==> config.mk <==
export PLATFORM = sky130hd
export DESIGN_NAME = coin_payer
export DESIGN_NICKNAME = d
export VERILOG_FILES = /design/src/rtl/coin_payer.sv
export SDC_FILE = /design/constraint.sdc
export NUM_CORES = 1
export LEC_CHECK = 0
export ABC_AREA = 1
export CAP_MARGIN = 20
export CORE_ASPECT_RATIO = 0.9
export CORE_MARGIN = 4
export CORE_UTILIZATION = 53
export DETAILED_ROUTE_END_ITERATION = 16
export PLACE_DENSITY_LB_ADDON = 0.08
export SLEW_MARGIN = 20
export SYNTH_ARGS = -nofsm -noshare
export SYNTH_HDL_FRONTEND = slang
export SYNTH_SLANG_ARGS = --single-unit
==> constraint.sdc <==
create_clock -name clk -period 2.7 [get_ports clk]
set_input_delay 0.405 -clock clk [delete_from_list [all_inputs] [get_ports clk]]
set_output_delay 0.405 -clock clk [all_outputs]
set_load 0.05 [all_outputs]
==> src/rtl/coin_payer.sv <==
// coin_payer
//   Customer-side driver for the vending automat coin interface. For a
//   requested amount it pays with one-cycle coin pulses, greedy and largest
//   coin first. It then waits for the automat's cola pulse and adds up the
//   r1/r2 change pulses before it reports completion.
//
// Parameters
//   AMT_W    width of the amount and change counters (unsigned)
//   GAP      idle cycles, with all coins low, after each coin pulse (>=1)
//   TIMEOUT  cycles spent waiting for cola before giving up (>=1)
//   SETTLE   cycles after cola that are still used to collect change (>=0)
//
// Ports
//   clk      clock; every register updates on the rising edge
//   reset    synchronous, active-high
//   start    payment request; accepted only while idle
//   amount   sum to pay; sampled on the edge that accepts start
//   cola     vend pulse from the automat
//   r1, r2   change pulses from the automat, worth 1 and 2
//   b1/b5/b10  coin pulses to the automat
//   busy     high in every state except idle
//   done     one-cycle completion pulse
//   err      failure flag, valid with done; held until the next accepted start
//   change   total change received; held until the next accepted start
module coin_payer #(
    parameter int AMT_W   = 6,
    parameter int GAP     = 1,
    parameter int TIMEOUT = 16,
    parameter int SETTLE  = 2
) (
    input  logic             clk,
    input  logic             reset,
    input  logic             start,
    input  logic [AMT_W-1:0] amount,
    input  logic             cola,
    input  logic             r1,
    input  logic             r2,
    output logic             b1,
    output logic             b5,
    output logic             b10,
    output logic             busy,
    output logic             done,
    output logic             err,
    output logic [AMT_W-1:0] change
);

    typedef enum logic [2:0] {
        S_IDLE,
        S_COIN,
        S_GAP,
        S_WAIT,
        S_SETTLE,
        S_DONE
    } state_t;

    // One counter is shared by the GAP, WAIT and SETTLE phases, so it is
    // sized for the longest of them.
    localparam int CNT_MAX0 = (GAP > TIMEOUT) ? GAP : TIMEOUT;
    localparam int CNT_MAX  = (CNT_MAX0 > SETTLE) ? CNT_MAX0 : SETTLE;
    localparam int CNT_W    = $clog2(CNT_MAX + 1);

    localparam logic [CNT_W-1:0] GAP_LAST     = CNT_W'(GAP - 1);
    localparam logic [CNT_W-1:0] TIMEOUT_LAST = CNT_W'(TIMEOUT - 1);
    localparam logic [CNT_W-1:0] SETTLE_LAST  = CNT_W'((SETTLE > 0) ? SETTLE - 1 : 0);

    localparam logic [AMT_W-1:0] VAL_1  = AMT_W'(1);
    localparam logic [AMT_W-1:0] VAL_5  = AMT_W'(5);
    localparam logic [AMT_W-1:0] VAL_10 = AMT_W'(10);

    state_t           state;
    state_t           state_next;
    state_t           after_coins;
    logic [AMT_W-1:0] remaining;
    logic [AMT_W-1:0] coin_val;
    logic [CNT_W-1:0] cnt;
    logic             vend;
    logic             set_err;

    // Adds the change increment (0..3) to the total, clamping at all-ones.
    function automatic logic [AMT_W-1:0] sat_add(input logic [AMT_W-1:0] acc,
                                                 input logic [1:0]       inc);
        logic [AMT_W:0] sum;
        sum = {1'b0, acc} + (AMT_W+1)'(inc);
        return sum[AMT_W] ? {AMT_W{1'b1}} : sum[AMT_W-1:0];
    endfunction

    always_ff @(posedge clk) begin
        if (reset) begin
            state     <= S_IDLE;
            cnt       <= '0;
            remaining <= '0;
            vend      <= 1'b0;
            err       <= 1'b0;
            change    <= '0;
        end else begin
            state <= state_next;
            // The counter restarts from 0 whenever a phase is entered.
            cnt   <= (state_next != state) ? '0 : cnt + 1'b1;

            if (state == S_IDLE) begin
                if (start) begin
                    remaining <= amount;
                    change    <= '0;
                    err       <= set_err;
                    vend      <= 1'b0;
                end
            end else begin
                // {r2, r1} read as a 2-bit number is r1*1 + r2*2.
                change <= sat_add(change, {r2, r1});
                if (state == S_COIN)
                    remaining <= remaining - coin_val;
                if (cola && (state == S_COIN || state == S_GAP))
                    vend <= 1'b1;
                if (set_err)
                    err <= 1'b1;
            end
        end
    end

    always_comb begin
        state_next  = state;
        b1          = 1'b0;
        b5          = 1'b0;
        b10         = 1'b0;
        coin_val    = '0;
        set_err     = 1'b0;
        // A cola in the final GAP cycle counts as well, so the WAIT phase is
        // skipped in that case too.
        after_coins = (vend || cola) ? ((SETTLE == 0) ? S_DONE : S_SETTLE) : S_WAIT;

        case (state)
            S_IDLE: begin
                if (start) begin
                    if (amount != '0) begin
                        state_next = S_COIN;
                    end else begin
                        state_next = S_DONE;
                        set_err    = 1'b1;
                    end
                end
            end
            S_COIN: begin
                if (remaining >= VAL_10) begin
                    b10      = 1'b1;
                    coin_val = VAL_10;
                end else if (remaining >= VAL_5) begin
                    b5       = 1'b1;
                    coin_val = VAL_5;
                end else begin
                    b1       = 1'b1;
                    coin_val = VAL_1;
                end
                state_next = S_GAP;
            end
            S_GAP: begin
                if (cnt == GAP_LAST)
                    state_next = (remaining != '0) ? S_COIN : after_coins;
            end
            S_WAIT: begin
                // cola takes priority over the timeout on the last WAIT cycle.
                if (cola) begin
                    state_next = (SETTLE == 0) ? S_DONE : S_SETTLE;
                end else if (cnt == TIMEOUT_LAST) begin
                    state_next = S_DONE;
                    set_err    = 1'b1;
                end
            end
            S_SETTLE: begin
                if (cnt == SETTLE_LAST)
                    state_next = S_DONE;
            end
            S_DONE: begin
                state_next = S_IDLE;
            end
            default: begin
                state_next = S_IDLE;
            end
        endcase
    end

    assign busy = (state != S_IDLE);
    assign done = (state == S_DONE);

endmodule
==> summary.md <==
| Metric | Value |
|---|---|
| Number of design-rule violations left by the first detailed-router iteration | `89` |
| Power Total | `1.34 mW` |
| Register bit count reported by yosys | `22` |
| Leakage power of the design | `0.834 nW` |
| Share of cell area taken by muxes after synthesis | `0` |
| Synthesized area divided by synthesized cell count | `roughly 6.6 µm²` |
| CTS Sinks | `22` |
| Worst setup startpoint | `state[2]$_SDFF_PP0_` |
| WP data required | `2.30 ns` |
| CTS clock-pin slew for the worst setup and hold paths | `0.12 ns` |
| Worst endpoint data arrival time | `2.14 ns` |
| Std-Cell Rows | `18` |
| Routed Wire Length | `3350 µm` |
| Endpoint class of the critical path | `output port` |
| Die Height | `59.0 µm` |
| Worst hold slack after final layout | `between 0.4 and 0.5 ns` |
| Number of setup violations in the final report | `0` |
| Period utilisation layout | `0.942` |
| Layout cells sized above 1 | `0.0814` |
| CTS Hold Buffers Added | `0` |
| Synth unique cells | `32` |
| Part of the total power dissipated in sequential elements | `0.315` |
| Cell taking the most area after synthesis | `dfxtp_1` |
| P per Cell Area | `723 mW/mm²` |
| Die area | `0.00382 mm²` |
| Number of clock buffers inserted by TritonCTS | `3` |
| Share of the synthesized netlist area taken by xor and xnor gates | `0.0171` |
| Via count normalized by instance count | `5.07` |
| Area fraction in and, or, nand and nor cells after synthesis | `0.357` |
| Switching share of power | `0.465` |
| Total standard cell area after synthesis | `0.00153 mm²` |
| Largest buffer count on any clock path | `2` |
| DP Wirelength | `2620 µm` |
| Class of the most critical setup path | `flop to output port` |
| Min-delay worst type | `flop to flop` |
| Synthesis-to-layout area growth | `20.5%` |
| TritonCTS clock tree | `done` |
| Aggregate global routing overflow | `0` |
| Number of vias after detailed routing | `roughly 1.5k` |
| Final nets | `283` |
| Count of placed standard cells in the final layout, fillers left out | `slightly below 300` |
| Initial standard-cell utilization of the core | `0.558` |
| Pre-antenna DRT Iters | `4` |
| Combinational cell fraction of total power | `0.544` |
| Worst slew slack as a fraction of its limit | `0.655` |
| Main combinational cell family by area after synthesis | `simple AND/OR/NAND/NOR gates` |
| R2r worst-path depth | `13` |
| Number of filler instances in the final layout | `260` |
| Number of instances in the placed design | `294` |
| Clock group share of total power | `0.140` |
| Number of remaining DRC errors | `0` |
| Count of pins on the block boundary | `24` |
| Highest attainable clock frequency | `393 MHz` |
| Placeable core region | `0.00275 mm²` |
| Endpoint of the lowest-slack register-to-register path | `remaining[3]$_SDFFE_PP0P_` |
| Compound-gate portion of the synthesized area | `0.118` |
| Gate Count Post-Synth | `232` |
| Total net switching power | `a little over 0.6 mW` |
| Final Critical Period | `2.54 ns` |
| Pin count of the biggest net entering global routing | `13` |
| Total of warnings raised by yosys | `0` |
| Max-slew violations | `0` |
| Clock H-tree levels | `1` |
| Worst voltage drop across the vdd grid | `0.000346 V` |
| Sequential share of the synthesized area | `0.287` |
| Final ANT Viol Nets | `0` |
| Number of violations of the max-capacitance limit | `0` |
| Worst reg2reg setup slack | `roughly 0.47 ns` |
| Number of antenna violations at the first check in global routing | `0` |
| Diodes inserted | `0` |
| Clock tree root driver cell | `clkbuf_4` |
| Global-route wire length before repair | `5470 µm` |
| Via count of the first global-routing pass | `1238` |
| Die X-Extent | `64.7 µm` |
| GP Congestion | `0.929` |
| Slew at the pin with the worst max-slew slack | `a little over 0.5 ns` |
| TNS Setup | `0 ns` |
| Fraction of synthesized cell area taken by the top area cell type | `0.287` |
| Core utilization of the finished layout | `0.672` |
| Leading post-synthesis cells by cell area | `dfxtp_1 (29%), nor2_1 (11%), nand2_1 (10%)` |
| Highest net fanout along the worst path | `6` |
| Clk Latency, worst-skew pair | `0.31 ns` |
| Source of the worst register-to-register timing path | `state[2]$_SDFF_PP0_` |
| Clock tree skew after final layout | `0.00205 ns` |
| Cell internal pwr | `~0.7 mW` |
| Total nets after synthesis | `between 200 and 300` |
| Endpoint of the most critical setup path | `b1` |
| Launching element type of the critical path | `flop` |
| Status | `complete, no violations` |
| Overall routing resource usage | `0.185` |
| Adder and majority cell fraction of the synthesized area | `0.108` |
| Post-CTS setup buffer count | `0` |
| Post-detailed-route wirelength per cell | `11.3 µm` |
| Final hold violations | `0` |
| Total of buffers placed on input and output ports | `23` |
## registers in the layout (all words and copies together), names as in the netlist
name       count
vend           1
err            1
change         6
remaining      6
cnt            5
state          3
## worst min-delay path by stage
stage                      start                end  slack, ns  depth (start not counted)
2_1_floorplan  vend$_SDFFE_PP0P_  vend$_SDFFE_PP0P_       0.44                          2
3_3_place_gp   vend$_SDFFE_PP0P_  vend$_SDFFE_PP0P_       0.46                          2
3_5_place_dp   vend$_SDFFE_PP0P_  vend$_SDFFE_PP0P_       0.47                          2
4_1_cts        vend$_SDFFE_PP0P_  vend$_SDFFE_PP0P_       0.49                          2
5_1_grt        vend$_SDFFE_PP0P_  vend$_SDFFE_PP0P_       0.51                          2
6_report       vend$_SDFFE_PP0P_  vend$_SDFFE_PP0P_       0.49                          2
## critical path, cell delays in order, from the launching register on
cell	delay, ns
dfxtp_1	0.37
inv_2	0.11
nand2_2	0.08
nor2_2	0.22
inv_1	0.09
nor2_1	0.14
clkdlybuf4s50_1	0.82
## kinds of logic (layout without fill, tap and decap cells)
group	Yosys count	in the layout
adders and majority gates	12	12
DFF	22	22
and+or+nand+nor	120	120
AOI/OAI and AO/OA	31	31
xor gates and xnor gates	3	3
buffers and inverters	44	70
## repair_timing
action                     in CTS  in global routing
cloned                          0                  0
setup endpoints to repair       1                  1
gates resized for setup         1                  1
## layout make-up
class,instances,area [µm²],share of cell area
Multi-Input combinational cell,166,920,0.498
Sequential cell,22,440,0.238
Timing Repair Buffer,25,246,0.133
Inverter,41,154,0.0833
Clock buffer,4,36.3,0.0196
Tap cell,40,50.0,0.0271
## per-stage QoR
stage | area [µm²] | worst slack, ns
after floorplan | 1530 | 0.589
after global placement | 1810 | 0.396
after detailed placement | 1810 | 0.363
after CTS | 1840 | 0.0761
after global routing | 1850 | -0.000000666
final | 1850 | 0.156
## cells in the mapped netlist, drive strengths merged
| cell type | count |
|---|---|
| nand3b | 1 |
| or2 | 1 |
| a31oi | 5 |
| o2111ai | 1 |
| nand2 | 46 |
| ha | 10 |
| fa | 2 |
| nand4 | 4 |
| clkbuf | 1 |
| a21oi | 11 |
| a211oi | 2 |
| nor3 | 3 |
| inv | 41 |
| nand3 | 16 |
| o221ai | 1 |
| dfxtp | 22 |
| xnor2 | 1 |
| nor4 | 1 |
| o21ai | 8 |
| xor2 | 2 |
| buf | 2 |
| o211ai | 2 |
| nor2 | 48 |
| a22oi | 1 |
## power by group through the flow
stage	registers [mW]	clock network [mW]	logic [mW]
2_1_floorplan	0.439	0	0.551
3_3_place_gp	0.428	0	0.720
3_5_place_dp	0.429	0	0.727
4_1_cts	0.421	0.192	0.728
5_1_grt	0.432	0.203	0.821
6_report	0.421	0.188	0.727
## routing by layer
metal | vias up | global-route usage | routed length, µm
met5 | - | 0 | 0
met1 | 653 | 0.262 | 1700
met2 | 49 | 0.282 | 1420
met3 | 10 | 0.0436 | 186
li1 | 800 | - | -
met4 | 0 | 0.0542 | 53
## placed cells by master, fill, tap and decap left out, drive strengths merged
master and instances:
dlygate4sd2 1, a31oi 5, o221ai 1, nand2 46, nand3b 1, nor2 48, nor4 1, o211ai 2
clkbuf 4, buf 2, ha 10, o21ai 8, nand4 4, a22oi 1, dlymetal6s2s 1, clkdlybuf4s50 21
inv 41, a211oi 2, o2111ai 1, dfxtp 22, xnor2 1, or2 1, xor2 2, nand3 16
fa 2, a21oi 11, nor3 3
(Power assumes the default switching activity.)
